File: config.mk
export PLATFORM = sky130hd
export DESIGN_NAME = cp0_exc_ctrl_flat
export DESIGN_NICKNAME = d
export VERILOG_FILES = /design/src/rtl/cp0_exc_ctrl_if.sv /design/src/rtl/cp0_exc_ctrl.sv /design/src/flat_wrapper.sv
export SDC_FILE = /design/constraint.sdc
export NUM_CORES = 1
export LEC_CHECK = 0
export CAP_MARGIN = 20
export CORE_MARGIN = 1
export CORE_UTILIZATION = 35
export DETAILED_ROUTE_END_ITERATION = 6
export PLACE_DENSITY = 0.82
export SLEW_MARGIN = 20
export SYNTH_ARGS = -nofsm -noshare
export SYNTH_HDL_FRONTEND = slang
export SYNTH_SLANG_ARGS = --single-unit
File: constraint.sdc
create_clock -name clk -period 1.9 [get_ports clk]
set_input_delay 0.285 -clock clk [delete_from_list [all_inputs] [get_ports clk]]
set_output_delay 0.285 -clock clk [all_outputs]
set_load 0.05 [all_outputs]
File: src/rtl/cp0_exc_ctrl_if.sv
// ---------------------------------------------------------------------------
// cp0_exc_ctrl_if
// Bundle of the M-stage signals exchanged between the pipeline and the
// coprocessor-0 exception controller.
//   master : pipeline side; drives the CP0 access (a, din, we), the M-stage
//            instruction context (M_pc, M_exccode, bd, eret) and the
//            external interrupt lines (hwint); receives req, epc_out, dout.
//   slave  : cp0_exc_ctrl side, the mirror image of master.
// ---------------------------------------------------------------------------
interface cp0_exc_ctrl_if #(
    parameter int HWINT_W = 6
);
    logic [4:0]         a;
    logic [31:0]        din;
    logic               we;
    logic [31:0]        M_pc;
    logic [4:0]         M_exccode;
    logic               bd;
    logic               eret;
    logic [HWINT_W-1:0] hwint;
    logic               req;
    logic [31:0]        epc_out;
    logic [31:0]        dout;

    modport master (
        output a, din, we, M_pc, M_exccode, bd, eret, hwint,
        input  req, epc_out, dout
    );

    modport slave (
        input  a, din, we, M_pc, M_exccode, bd, eret, hwint,
        output req, epc_out, dout
    );
endinterface

File: src/rtl/cp0_exc_ctrl.sv
// ---------------------------------------------------------------------------
// cp0_exc_ctrl
// Coprocessor-0 exception controller sitting at the M stage. It decides,
// combinationally, whether the M instruction or a pending hardware interrupt
// is taken (req), records SR/Cause/EPC on the following edge, and serves
// mfc0/mtc0/eret.
//
// Ports:
//   clk    : system clock, rising edge
//   reset  : asynchronous, active-low reset
//   bus    : cp0_exc_ctrl_if.slave
//              a/din/we        mfc0/mtc0 register number, write data, enable
//              M_pc/M_exccode  PC and exception code of the M instruction
//              bd              M instruction is in a branch delay slot
//              eret            eret in M
//              hwint           level-sensitive external interrupt lines
//              req             take exception: flush + redirect to 0x4180
//              epc_out         EPC with mtc0 bypass, used as eret target
//              dout            mfc0 read data
//
// Build option:
//   CP0_BD_EN  when defined, bd is captured into Cause.BD and delay-slot
//              victims record EPC = M_pc - 4. When undefined, bd is ignored,
//              Cause.BD reads 0 and EPC always records M_pc.
// ---------------------------------------------------------------------------
module cp0_exc_ctrl #(
    parameter logic [31:0] PRID    = 32'h2021_0001,
    parameter int          HWINT_W = 6
) (
    input  logic            clk,
    input  logic            reset,
    cp0_exc_ctrl_if.slave   bus
);

    localparam logic [4:0] ADDR_SR    = 5'd12;
    localparam logic [4:0] ADDR_CAUSE = 5'd13;
    localparam logic [4:0] ADDR_EPC   = 5'd14;
    localparam logic [4:0] ADDR_PRID  = 5'd15;

    // Architectural state, stored only in the implemented fields.
    logic [HWINT_W-1:0] sr_im_q,     sr_im_d;
    logic               sr_exl_q,    sr_exl_d;
    logic               sr_ie_q,     sr_ie_d;
    logic               cause_bd_q,  cause_bd_d;
    logic [HWINT_W-1:0] cause_ip_q,  cause_ip_d;
    logic [4:0]         cause_exc_q, cause_exc_d;
    logic [29:0]        epc_q,       epc_d;

    logic        int_req;
    logic        exc_req;
    logic        take;
    logic [4:0]  sel_code;
    logic        bd_eff;
    logic [31:0] victim_pc;
    logic        mtc0_sr;
    logic        mtc0_epc;

`ifdef CP0_BD_EN
    logic [1:0] unused_pc_bits;
    assign bd_eff         = bus.bd;
    assign unused_pc_bits = victim_pc[1:0];
`else
    logic [2:0] unused_pc_bits;
    assign bd_eff         = 1'b0;
    assign unused_pc_bits = {victim_pc[1:0], bus.bd};
`endif

    // Request decision. The reset term keeps req low during reset even when
    // an exception code is sitting in M, since the flops alone only clear
    // EXL/IE and would not stop a synchronous exception.
    always_comb begin
        int_req   = (|(bus.hwint & sr_im_q)) & sr_ie_q & ~sr_exl_q;
        exc_req   = (bus.M_exccode != 5'd0) & ~sr_exl_q;
        take      = reset & (int_req | exc_req);
        sel_code  = int_req ? 5'd0 : bus.M_exccode;
        victim_pc = bd_eff ? (bus.M_pc - 32'd4) : bus.M_pc;
        mtc0_sr   = bus.we & (bus.a == ADDR_SR);
        mtc0_epc  = bus.we & (bus.a == ADDR_EPC);
    end

    // Next-state computation. Taking an exception overrides any mtc0/eret in
    // the same cycle. Otherwise mtc0 is applied first and eret clears EXL
    // afterwards, so an eret paired with an SR write still leaves EXL = 0.
    always_comb begin
        sr_im_d     = sr_im_q;
        sr_exl_d    = sr_exl_q;
        sr_ie_d     = sr_ie_q;
        cause_bd_d  = cause_bd_q;
        cause_ip_d  = bus.hwint;
        cause_exc_d = cause_exc_q;
        epc_d       = epc_q;

        if (take) begin
            sr_exl_d    = 1'b1;
            cause_exc_d = sel_code;
            cause_bd_d  = bd_eff;
            epc_d       = victim_pc[31:2];
        end else begin
            if (mtc0_sr) begin
                sr_im_d  = bus.din[15:10];
                sr_exl_d = bus.din[1];
                sr_ie_d  = bus.din[0];
            end
            if (mtc0_epc) begin
                epc_d = bus.din[31:2];
            end
            if (bus.eret) begin
                sr_exl_d = 1'b0;
            end
        end
    end

    // State registers with asynchronous active-low clear.
    always_ff @(posedge clk or negedge reset) begin
        if (!reset) begin
            sr_im_q     <= '0;
            sr_exl_q    <= 1'b0;
            sr_ie_q     <= 1'b0;
            cause_bd_q  <= 1'b0;
            cause_ip_q  <= '0;
            cause_exc_q <= 5'd0;
            epc_q       <= 30'd0;
        end else begin
            sr_im_q     <= sr_im_d;
            sr_exl_q    <= sr_exl_d;
            sr_ie_q     <= sr_ie_d;
            cause_bd_q  <= cause_bd_d;
            cause_ip_q  <= cause_ip_d;
            cause_exc_q <= cause_exc_d;
            epc_q       <= epc_d;
        end
    end

    // Outputs. epc_out forwards an in-flight mtc0 EPC so that an eret in the
    // very next cycle already returns to the new address; dout has no bypass.
    always_comb begin
        bus.req     = take;
        bus.epc_out = (mtc0_epc & ~take) ? {bus.din[31:2], 2'b00}
                                         : {epc_q, 2'b00};
        case (bus.a)
            ADDR_SR:    bus.dout = {16'h0000, sr_im_q, 8'h00, sr_exl_q, sr_ie_q};
            ADDR_CAUSE: bus.dout = {cause_bd_q, 15'h0000, cause_ip_q, 3'b000,
                                    cause_exc_q, 2'b00};
            ADDR_EPC:   bus.dout = {epc_q, 2'b00};
            ADDR_PRID:  bus.dout = PRID;
            default:    bus.dout = 32'h0000_0000;
        endcase
    end

endmodule

File: src/flat_wrapper.sv
// flat-port wrapper written by rule: the top's interface ports become plain ports
module cp0_exc_ctrl_flat 
#(
    parameter logic [31:0] PRID    = 32'h2021_0001,
    parameter int          HWINT_W = 6
)
  (clk, reset, bus_a, bus_din, bus_we, bus_M_pc, bus_M_exccode, bus_bd, bus_eret, bus_hwint, bus_req, bus_epc_out, bus_dout);
  cp0_exc_ctrl_if #(.HWINT_W(HWINT_W)) bus_i ();
  input  logic clk;
  input  logic reset;
  input wire logic [$bits(bus_i.a)-1:0] bus_a;
  input wire logic [$bits(bus_i.din)-1:0] bus_din;
  input wire logic [$bits(bus_i.we)-1:0] bus_we;
  input wire logic [$bits(bus_i.M_pc)-1:0] bus_M_pc;
  input wire logic [$bits(bus_i.M_exccode)-1:0] bus_M_exccode;
  input wire logic [$bits(bus_i.bd)-1:0] bus_bd;
  input wire logic [$bits(bus_i.eret)-1:0] bus_eret;
  input wire logic [$bits(bus_i.hwint)-1:0] bus_hwint;
  output wire logic [$bits(bus_i.req)-1:0] bus_req;
  output wire logic [$bits(bus_i.epc_out)-1:0] bus_epc_out;
  output wire logic [$bits(bus_i.dout)-1:0] bus_dout;
  assign bus_i.a = bus_a;
  assign bus_i.din = bus_din;
  assign bus_i.we = bus_we;
  assign bus_i.M_pc = bus_M_pc;
  assign bus_i.M_exccode = bus_M_exccode;
  assign bus_i.bd = bus_bd;
  assign bus_i.eret = bus_eret;
  assign bus_i.hwint = bus_hwint;
  assign bus_req = bus_i.req;
  assign bus_epc_out = bus_i.epc_out;
  assign bus_dout = bus_i.dout;
  cp0_exc_ctrl #(.PRID(PRID), .HWINT_W(HWINT_W)) u_core (.clk(clk), .reset(reset), .bus(bus_i));
endmodule
==> results of run 1 <==
## worst reg2reg max path, cell delays in order, from the launching register on
cell and delay, ns:
dfrtp_1 0.41, a22oi_2 0.26, a311oi_4 0.15, buf_4 0.18
nor2_4 0.16, buf_12 0.18, clkbuf_16 0.16, mux2_4 0.29
## flip-flops by register name, summed over array words and instances, names as in the netlist
signal / cells
u_core.sr_im_q: 6
u_core.epc_q: 30
u_core.sr_ie_q: 1
u_core.cause_ip_q: 6
u_core.cause_exc_q: 5
u_core.sr_exl_q: 1
## routing by layer
metal | track usage [%] | part of all wire, % | up-vias
met5 | 0 | 0 | -
met4 | 3.662 | 0.81 | 0
met3 | 4.705 | 7.4 | 12
met1 | 27.85 | 38 | 1423
li1 | - | - | 1316
met2 | 42.80 | 53 | 117
## final timing paths
| kind | slack [ns] | to | cells after the start | startpoint |
|---|---|---|---|---|
| worst max-delay path | -0.47 | bus_epc_out[22] | 7 | u_core.sr_im_q[0] |
| worst min-delay path | 0.15 | u_core.epc_q[12] | 2 | reset |
| worst min register to register | 0.52 | u_core.cause_exc_q[0] | 1 | u_core.cause_exc_q[0] |
| min in group clk | 0.25 | u_core.cause_ip_q[0] | 1 | bus_hwint[0] |
| worst max register to register | -0.01 | u_core.epc_q[28] | 7 | u_core.sr_im_q[0] |
| max in group asynchronous | 1.31 | u_core.epc_q[3] | 2 | reset |
## report_power, final
| group | total, mW | internal [mW] | switching (mW) |
|---|---|---|---|
| Sequential | 1.47 | 1.27 | 0.194 |
| Combinational | 2.74 | 1.47 | 1.27 |
| Clock | 0.777 | 0.428 | 0.348 |
| Total | 4.99 | 3.17 | 1.81 |
## kinds of logic (layout without fill, tap and decap cells)
family	Yosys count	in the layout	synth area share, %
multiplexers	104	104	39.30
AND/OR/NAND/NOR	57	57	10.06
flip-flops	49	49	40.41
AO/OA/AOI/OAI	24	24	5.567
buffers and inverters	21	210	4.536
other	1	2	0.1236
## per-stage QoR
| step | hold slack [ns] | cells | utilization [%] | setup TNS, ns |
|---|---|---|---|---|
| floorplan | -0.01059 | 257 | - | -0.04273 |
| finish | 0.1496 | 551 | 74.45 | -13.82 |
| CTS | 0.1761 | 547 | 71.67 | -13.79 |
| global placement | 0.4924 | 514 | 62.07 | -30.50 |
| detailed placement | 0.4965 | 514 | 62.07 | -35.81 |
| global route | 0.2038 | 551 | 74.45 | -16.63 |
## cells in the final DEF (no fill, tap or decap), types with 2 or more instances in the layout
cell and count:
a21oi_1 7, a21oi_2 2, a22o_1 5, a22oi_1 5, a22oi_2 3, and3_4 17
buf_12 46, buf_16 4, buf_2 3, buf_4 28, buf_6 34, bufbuf_16 2
clkbuf_16 5, clkbuf_2 2, clkbuf_8 6, clkdlybuf4s50_1 70, conb_1 2, dfrtp_1 49
dlygate4sd2_1 5, mux2_2 30, mux2_4 67, mux2i_1 7, nand2_1 2, nand3_1 2
nor2_1 21, nor2_4 4, nor3_4 2
## what timing repair did
| item | 4_1_cts | 5_1_grt |
|---|---|---|
| cloned | 6 | 4 |
| gates resized for setup | 111 | 40 |
| hold buffers | 0 | 0 |
| pin swaps | 12 | 4 |
| endpoints found under the setup margin | 95 | 87 |
| buffers inserted | 20 | 3 |
## cell type report
| type | count | area, sq um |
|---|---|---|
| sequential | 49 | 1226 |
| timing repair buffer | 200 | 2599 |
| tap | 105 | 131.4 |
| clock buffer | 6 | 82.58 |
| inverter | 2 | 7.507 |
| fill | 539 | 2121 |
| clock inverter | 2 | 37.54 |
| multi-input combinational | 187 | 2095 |
==> metrics.csv, run 1 <==
stage;metric;value;unit
clock_network;cts bufs inserted;5;
global_route;number of global-route vias before repair;3009;
die;I/O Pins;150;
layout;n_diodes;0;
synth;top-area cell type share of the netlist area;40.41;%
sta;Tightest Pin Transition;0.6360;ns
worst_setup_path;crit path max fanout;10;
place;Post-DP HPWL;6.948;mm
route;average wire per standard cell;19.45;microns
place;Place WS;-0.6496;ns
sta;Final Hold Viols;0;
synth;ys async rst share;100.0;%
worst_setup_path;Crit-path slowest cell;dfrtp_1;
global_route;total congestion overflow;0;
synth;sequential share of the synthesized area;40.41;%
clock_network;Clock Sinks;49;
synth;area leader, netlist;dfrtp_1;
worst_setup_path;Worst Path Arrival;2.09;ns
global_route;largest net degree at the start of global routing;50;
synth;Avg Cell Area, Syn;11.85;sq um
global_route;GRT Total Usage;23.14;%
min_path;worst hold path type;in -> async;
clock_network;Root Buffer;clkbuf_8;
die;FP Rows;33;
layout;Final #Nets;530;
layout;share of cells above drive strength 1;59.87;%
synth;Post-synth EDFFs;0;
synth;Synth cell types;27;
worst_setup_path;WP buf/inv;3;
clock_network;clk slew on worst S/H paths;0.09;ns
sta;Max Slew Vio Count;0;
outcome;failing checks;negative setup slack;
sta;relative slew slack;57.60;%
sta;clk_skew;0.008699;ns
route;Iteration-0 DRC Markers;87;
synth;total of warnings raised by yosys;0;
place;placed cell areas;0.005151;sq mm
power;pwr dens;806.9;mW/mm^2
synth;cells after synthesis;256;
power;Leakage;2.755;nW
die;die span in y;95.11;microns
clock_network;CTS tree;yes;
synth;Syn Std Cell Area;0.003034;sq mm
sta;Min Clock Period, post-route;2.375;ns
sta;Final Cycle Share;125.0;%
route;Via density;5.205;
clock_network;H-tree Lvls;2;
layout;cell area after layout;0.006178;sq mm
worst_setup_path;cell mode on critical path;buf_12;
clock_network;clk buf depth;2;
synth;Yosys reg bits;49;
worst_setup_path;Req. time, crit path;1.62;ns
global_route;first-pass GRT wire length;15.70;mm
die;Die Wd;95.11;microns
worst_setup_path;crit path kind;reg -> out;
synth;main area contributors after synthesis;dfrtp_1 40%, mux2_2 33%, mux2_4 4.0%;
worst_setup_path;CP endpoint kind;primary output;
sta;Setup WS post-layout;-0.4746;ns
synth;Post-synth top cells;89 x mux2_2, 49 x dfrtp_1, 25 x nor2_1;
layout;Layout area overhead;103.6;%
place;IO Port Bufs;144;
synth;Top FF cell, synth;dfrtp_1;
power;VDD IR max;677.9;uV
global_route;initial antenna violation count;0;
flow_run;max_cap viols;0;
worst_setup_path;worst stage delay on the critical path;0.41;ns
clock_network;Clk Latency, worst-skew pair;0.30;ns
sta;RSZ-0062 raised after global routing;true;
route;Initial DRT Pass Iterations;4;
worst_setup_path;CP Launch Type;flip-flop;
worst_setup_path;worst-path cell chain;a22oi_2, a311oi_4, nor3_4, buf_12, buf_12, mux2_4, buf_6;
outcome;outcome;finished with violations;
route;final WL;10.72;mm
sta;fmax;0.4211;GHz
die;initial core utilization;36.56;%
worst_setup_path;delay-heaviest family, CP;buffers and inverters;
route;Antenna Nets Post-Route;0;
route;total number of vias;2868;
power;total power;4.985;mW
sta;Final setup viols;39;
synth;most frequent cell after synthesis;mux2_2;
route;drc violations;0;
place;routability cong.;0.7980;
die;total die area;0.009045;sq mm
die;Core Box Area;0.008299;sq mm
Power figures use the tool's default switching activity.
==> run 2: changes to the inputs <==
--- a/config.mk
+++ b/config.mk
@@ -10,6 +10,7 @@
 export CORE_UTILIZATION = 35
 export DETAILED_ROUTE_END_ITERATION = 6
 export PLACE_DENSITY = 0.82
+export REMOVE_ABC_BUFFERS = 1
 export SLEW_MARGIN = 20
 export SYNTH_ARGS = -nofsm -noshare
 export SYNTH_HDL_FRONTEND = slang
==> run 2 against run 1 <==
The run still ends with negative setup slack left; worst setup slack worse by 0.0093 ns; routed wire length up 6.4%; critical path depth did not move; combinational power increased by 3%; first-iteration DRC count down 25%; register-to-register slack got worse by 0.05 ns; core utilization grew 0.41 points; die area unchanged; clock power fell by 14%; final area grew 0.55%; maximum frequency is 0.39% lower; critical path type unchanged; highest routed layer unchanged.
==> metrics.csv, run 2 (same netlist as run 1, synthesis figures left out) <==
stage;metric;value;unit;change
global_route;total congestion overflow;0;;unchanged
die;Core Box Area;0.008299;sq mm;unchanged
layout;Layout area overhead;104.7;%;was 103.6%
layout;commonest non-fill, non-tap cells in the layout;70 x clkdlybuf4s50_1, 67 x mux2_4, 49 x dfrtp_1, 42 x buf_12, 33 x buf_8;;was 70 x clkdlybuf4s50_1, 67 x mux2_4, 49 x dfrtp_1, 46 x buf_12, 34 x buf_6
sta;clk_skew;0.006330;ns;was 0.008699 ns
sta;Final Cycle Share;125.5;%;was 125.0%
clock_network;Clock Sinks;49;;unchanged
worst_setup_path;crit path max fanout;7;;was 10
clock_network;cts bufs inserted;5;;unchanged
power;Leakage;2.770;nW;was 2.755 nW
layout;Reg area;0.001226;sq mm;unchanged
die;total die area;0.009045;sq mm;unchanged
die;Die Wd;95.11;microns;unchanged
route;total number of vias;2898;;was 2868
clock_network;H-tree Lvls;2;;unchanged
layout;Finished Layout Cells;555;;was 551
die;FP Rows;33;;unchanged
place;Placed Cells;519;;was 514
clock_network;Root Buffer;clkbuf_8;;unchanged
place;Post-DP HPWL;6.802;mm;was 6.948 mm
worst_setup_path;Req. time, crit path;1.62;ns;about the same
sta;relative slew slack;56.77;%;was 57.60%
layout;cell area after layout;0.006212;sq mm;was 0.006178 sq mm
layout;Multi-input gate area;0.002077;sq mm;was 0.002095 sq mm
die;I/O Pins;150;;unchanged
sta;fmax;0.4195;GHz;was 0.4211 GHz
die;initial core utilization;36.56;%;unchanged
sta;Setup WS post-layout;-0.4839;ns;was -0.4746 ns
worst_setup_path;crit path kind;reg -> out;;unchanged
worst_setup_path;cell mode on critical path;buf_12;;unchanged
global_route;first-pass GRT wire length;15.39;mm;was 15.70 mm
layout;share of cells above drive strength 1;59.24;%;was 59.87%
clock_network;clk buf depth;2;;unchanged
power;VDD IR max;536.2;uV;was 677.9 uV
power;pwr dens;798.0;mW/mm^2;was 806.9 mW/mm^2
global_route;initial antenna violation count;1;;was 0
sta;Tightest Pin Transition;0.6484;ns;was 0.6360 ns
place;routability cong.;0.7326;;was 0.7980
route;drc violations;0;;unchanged
sta;Final Hold Viols;0;;unchanged
route;average wire per standard cell;20.54;microns;was 19.45 microns
layout;leading cell type in the layout, fill and taps excluded;clkdlybuf4s50_1;;unchanged
worst_setup_path;Worst Path Arrival;2.10;ns;was 2.09 ns
layout;Largest regs;u_core.epc_q: 30 flops, u_core.cause_ip_q: 6 flops, u_core.sr_im_q: 6 flops;;unchanged
flow_run;max_cap viols;0;;unchanged
sta;Final setup viols;86;;was 39
sta;RSZ-0062 raised after global routing;true;;unchanged
route;Initial DRT Pass Iterations;4;;unchanged
outcome;failing checks;negative setup slack;;unchanged
global_route;largest net degree at the start of global routing;50;;unchanged
min_path;worst hold path type;in -> async;;unchanged
route;final WL;11.40;mm;was 10.72 mm
worst_setup_path;CP endpoint kind;primary output;;unchanged
clock_network;Clk Latency, worst-skew pair;0.30;ns;about the same
place;IO Port Bufs;144;;unchanged
layout;Top reg by flops;u_core.epc_q;;unchanged
global_route;GRT Total Usage;22.74;%;was 23.14%
layout;max FFs per register;30;;unchanged
global_route;number of global-route vias before repair;3013;;was 3009
layout;# fillers;531;;was 539
place;placed cell areas;0.004985;sq mm;was 0.005151 sq mm
worst_setup_path;Crit-path slowest cell;dfrtp_1;;unchanged
die;die span in y;95.11;microns;unchanged
sta;Max Slew Vio Count;0;;unchanged
route;Iteration-0 DRC Markers;65;;was 87
outcome;outcome;finished with violations;;unchanged
clock_network;clk slew on worst S/H paths;0.10;ns;was 0.09 ns
worst_setup_path;worst-path cell chain;a22oi_2, a311oi_2, nor3_4, buf_12, buf_12, mux2_4, buf_8;;was a22oi_2, a311oi_4, nor3_4, buf_12, buf_12, mux2_4, buf_6
layout;Final #Nets;533;;was 530
route;Via density;5.222;;was 5.205
clock_network;CTS tree;yes;;unchanged
worst_setup_path;worst stage delay on the critical path;0.41;ns;about the same
sta;Min Clock Period, post-route;2.384;ns;was 2.375 ns
route;Antenna Nets Post-Route;0;;unchanged
worst_setup_path;CP Launch Type;flip-flop;;unchanged
-- run 2: repair_timing --
| item | 4_1_cts | 5_1_grt |
|---|---|---|
| cloned | 4 | 5 |
| endpoints found under the setup margin | 98 | 88 |
| pin swaps | 9 | 8 |
| buffers inserted | 10 | 11 |
| hold buffers | 0 | 0 |
| resized for setup | 122 | 95 |
-- run 2: worst max-delay path: cells and delay by family, from the launching register on --
kind | cells | cell delay, ns
compound gates | 2 | 0.41
buf+inv | 3 | 0.46
flops | 1 | 0.41
mux | 1 | 0.33
simple gates | 1 | 0.18
-- run 2: routing by layer --
metal / track usage (%) / routed length [microns] / up-vias
met5: 0 / 0 / -
met4: 4.040 / 205 / 0
met3: 6.220 / 853 / 17
met2: 41.25 / 5747 / 130
met1: 26.86 / 4592 / 1432
li1: - / - / 1319
-- run 2: cell type report --
type                            count  share of cell area (%)
Inverter                            2                  0.1208
Antenna cell                        1                 0.04028
Tap cell                          105                   2.115
Clock inverter                      2                  0.2216
Multi-Input combinational cell    187                   33.43
Clock buffer                        6                   1.329
Timing Repair Buffer              203                   43.00
Sequential cell                    49                   19.74
-- run 2: through the flow --
stage          setup slack [ns]  util (%)  total power [mW]  TNS [ns]  hold slack [ns]
3_3_place_gp            -0.6291     60.06             3.500    -34.30           0.4916
3_5_place_dp            -0.6853     60.06             3.564    -37.63           0.4930
5_1_grt                 -0.5752     74.85             5.161    -21.45           0.2025
6_report                -0.4839     74.85             4.957    -16.06           0.1525
2_1_floorplan            -2.544         -             2.794   -111.60         -0.01059
4_1_cts                 -0.4681     68.49             4.701    -16.34           0.1847
-- run 2: path summary, 6_finish.rpt --
check	start	end	slack, ns	cells after the start
max	u_core.sr_im_q[0]	bus_epc_out[24]	-0.48	7
min	reset	u_core.epc_q[0]	0.15	2
max reg2reg	u_core.sr_exl_q	u_core.epc_q[3]	-0.06	8
min reg2reg	u_core.cause_exc_q[0]	u_core.cause_exc_q[0]	0.52	1
max in group asynchronous	reset	u_core.epc_q[6]	1.30	2
min in group clk	bus_hwint[5]	u_core.cause_ip_q[5]	0.26	1
-- run 2: report_power, final --
part | internal [mW] | total [mW] | switching (mW)
sequential | 1.27 | 1.46 | 0.191
combinational | 1.53 | 2.83 | 1.30
clock | 0.296 | 0.665 | 0.368
total | 3.10 | 4.96 | 1.86
==> run 3: changes to the inputs <==
--- a/config.mk
+++ b/config.mk
@@ -8,8 +8,10 @@
 export CAP_MARGIN = 20
 export CORE_MARGIN = 1
 export CORE_UTILIZATION = 35
+export CTS_CLUSTER_SIZE = 25
 export DETAILED_ROUTE_END_ITERATION = 6
-export PLACE_DENSITY = 0.82
+export GPL_ROUTABILITY_DRIVEN = 0
+export PLACE_DENSITY = 0.79
 export REMOVE_ABC_BUFFERS = 1
 export SLEW_MARGIN = 20
 export SYNTH_ARGS = -nofsm -noshare
==> constraint.sdc (replaced) <==
create_clock -name clk -period 2.4 [get_ports clk]
set_input_delay 0.36 -clock clk [delete_from_list [all_inputs] [get_ports clk]]
set_output_delay 0.36 -clock clk [all_outputs]
set_load 0.05 [all_outputs]
==> run 3 against run 2 <==
The flow still finishes with violations (negative setup slack); critical path depth stayed put; highest routed layer unchanged; first-iteration DRC count down 6.2%; sequential power fell by 22%; critical endpoint is now bus_epc_out[6]; worst hold slack improved by 0.086 ns.
==> metrics.csv, run 3 (same netlist as run 1, synthesis figures left out) <==
stage;metric;value;unit;change
outcome;outcome;finished with violations;;unchanged
outcome;failing checks;negative setup slack;;unchanged
layout;Top reg by flops;u_core.epc_q;;unchanged
worst_setup_path;CP Launch Type;flip-flop;;unchanged
die;total die area;0.009045;sq mm;unchanged
layout;max FFs per register;30;;unchanged
clock_network;Clock Sinks;49;;unchanged
power;Sw Pwr;1.386;mW;was 1.857 mW
route;Initial DRT Pass Iterations;4;;unchanged
clock_network;Clk Latency, worst-skew pair;0.30;ns;about the same
place;Post-DP HPWL;6.596;mm;was 6.802 mm
global_route;first-pass GRT wire length;14.80;mm;was 15.39 mm
power;sw frac;36.82;%;was 37.47%
worst_setup_path;Req. time, crit path;2.04;ns;was 1.62 ns
sta;relative slew slack;57.21;%;was 56.77%
sta;Max Slew Vio Count;0;;unchanged
sta;Min Clock Period, post-route;2.461;ns;
worst_setup_path;Worst Path Arrival;2.10;ns;about the same
route;Antenna Nets Post-Route;0;;unchanged
worst_setup_path;terminus of the critical flop-to-flop path;u_core.epc_q[4];;was u_core.epc_q[3]
clock_network;clk slew on worst S/H paths;0.09;ns;was 0.10 ns
die;Core Box Area;0.008299;sq mm;unchanged
layout;commonest non-fill, non-tap cells in the layout;66 x clkdlybuf4s50_1, 62 x mux2_2, 49 x dfrtp_1, 36 x buf_12, 35 x mux2_4;;was 70 x clkdlybuf4s50_1, 67 x mux2_4, 49 x dfrtp_1, 42 x buf_12, 33 x buf_8
layout;leading cell type in the layout, fill and taps excluded;clkdlybuf4s50_1;;unchanged
worst_setup_path;delay-heaviest family, CP;buffers and inverters;;unchanged
route;Iteration-0 DRC Markers;61;;was 65
route;average wire per standard cell;18.61;microns;was 20.54 microns
power;VDD IR max;497.6;uV;was 536.2 uV
die;FP Rows;33;;unchanged
sta;Final Hold Viols;0;;unchanged
clock_network;clk buf depth;2;;unchanged
sta;Tightest Pin Transition;0.6419;ns;was 0.6484 ns
worst_setup_path;crit path kind;reg -> out;;unchanged
power;P_int;2.377;mW;was 3.100 mW
power;pwr dens;679.5;mW/mm^2;was 798.0 mW/mm^2
worst_setup_path;CP endpoint kind;primary output;;unchanged
layout;Layout area overhead;82.52;%;was 104.7%
die;Die Wd;95.11;microns;unchanged
layout;Final #Nets;506;;was 533
worst_setup_path;reg-to-reg critical path startpoint;u_core.sr_exl_q;;unchanged
sta;Final Cycle Share;102.5;%;
power;total power;3.763;mW;was 4.957 mW
power;Gate power share;53.0;%;was 57.1%
route;drc violations;0;;unchanged
die;I/O Pins;150;;unchanged
clock_network;cts bufs inserted;5;;unchanged
global_route;largest net degree at the start of global routing;50;;unchanged
sta;Setup WS post-layout;-0.06090;ns;was -0.4839 ns
flow_run;max_cap viols;0;;unchanged
global_route;GRT Total Usage;21.61;%;was 22.74%
die;initial core utilization;36.56;%;unchanged
clock_network;H-tree Lvls;2;;unchanged
route;total number of vias;2705;;was 2898
clock_network;Root Buffer;clkbuf_8;;unchanged
power;Leakage;2.476;nW;was 2.770 nW
min_path;worst hold path type;in -> async;;unchanged
worst_setup_path;crit path max fanout;7;;unchanged
power;clock share of power;16.6;%;was 13.4%
layout;share of cells above drive strength 1;50.71;%;was 59.24%
worst_setup_path;FF-to-FF setup slack;0.48;ns;was -0.06 ns
worst_setup_path;worst stage delay on the critical path;0.41;ns;about the same
global_route;total congestion overflow;0;;unchanged
layout;post-layout util;66.73;%;was 74.85%
sta;RSZ-0062 raised after global routing;true;;unchanged
global_route;initial antenna violation count;0;;was 1
die;die span in y;95.11;microns;unchanged
layout;Largest regs;u_core.epc_q: 30 flops, u_core.cause_ip_q: 6 flops, u_core.sr_im_q: 6 flops;;unchanged
route;final WL;9.810;mm;was 11.40 mm
sta;clk_skew;0.005788;ns;was 0.006330 ns
clock_network;CTS tree;yes;;unchanged
worst_setup_path;worst-path cell chain;a22oi_2, a311oi_4, nor3_4, buf_6, clkbuf_16, mux2_4, buf_8;;was a22oi_2, a311oi_2, nor3_4, buf_12, buf_12, mux2_4, buf_8
route;Via density;5.133;;was 5.222
worst_setup_path;WP buf/inv;3;;unchanged
sta;fmax;0.4064;GHz;
layout;n_diodes;0;;was 1
worst_setup_path;Reg2Reg Depth;8;;unchanged
place;Placed Cells;508;;was 519
worst_setup_path;Crit-path slowest cell;dfrtp_1;;unchanged
layout;Finished Layout Cells;527;;was 555
sta;Final setup viols;30;;was 86
global_route;number of global-route vias before repair;2849;;was 3013
place;IO Port Bufs;144;;unchanged
power;share of power burned in registers;30.4;%;was 29.5%
-- run 3: worst max-delay path by stage --
stage / slack (ns) / endpoint / startpoint / cells after the start
after floorplan: -2.19 / bus_epc_out[10] / bus_a[1] / 4
after global placement: -0.31 / bus_epc_out[10] / bus_hwint[0] / 7
after detailed placement: -0.34 / bus_epc_out[10] / bus_hwint[0] / 7
after CTS: -0.12 / bus_epc_out[26] / u_core.sr_im_q[0] / 7
after global routing: -0.15 / bus_epc_out[6] / u_core.sr_im_q[2] / 7
final: -0.06 / bus_epc_out[6] / u_core.sr_im_q[2] / 7
-- run 3: cell type report --
type | instances | area (sq um)
timing repair buffer | 176 | 2215
clock buffer | 6 | 82.58
multi-input combinational | 187 | 1838
tap | 105 | 131.4
fill | 620 | 2761
sequential | 49 | 1226
inverter | 2 | 7.507
clock inverter | 2 | 37.54
-- run 3: power by group through the flow --
stage               sequential (mW)  combinational (mW)  clock (mW)
global placement               1.13                1.63           0
floorplan                      1.11                1.11           0
detailed placement             1.15                1.66           0
global route                   1.17                2.09       0.667
finish                         1.14                1.99       0.623
CTS                            1.14                1.80       0.633
-- run 3: through the flow --
| step | setup slack (ns) | setup TNS (ns) | area (sq um) | hold WS [ns] |
|---|---|---|---|---|
| after floorplan | -2.194 | -84.48 | 2908 | 0.06441 |
| after global placement | -0.3061 | -8.360 | 4927 | 0.4890 |
| after detailed placement | -0.3419 | -9.398 | 4927 | 0.4977 |
| after CTS | -0.1241 | -3.295 | 5334 | 0.2560 |
| after global routing | -0.1518 | -3.643 | 5538 | 0.2759 |
| final | -0.06090 | -1.081 | 5538 | 0.2385 |
-- run 3: what timing repair did --
item	4_1_cts	5_1_grt
hold buffers	0	0
gates cloned	2	1
buffers inserted	8	2
resized for setup	55	55
pin swaps	5	7
setup endpoints to repair	30	30
endpoints found under the hold margin	0	0
-- run 3: metal layers --
metal	track usage (%)	wire, microns	vias up
met1	26.17	3952	1338
met5	0	0	-
met4	3.409	41	0
li1	-	-	1255
met2	38.99	5083	108
met3	5.423	732	4
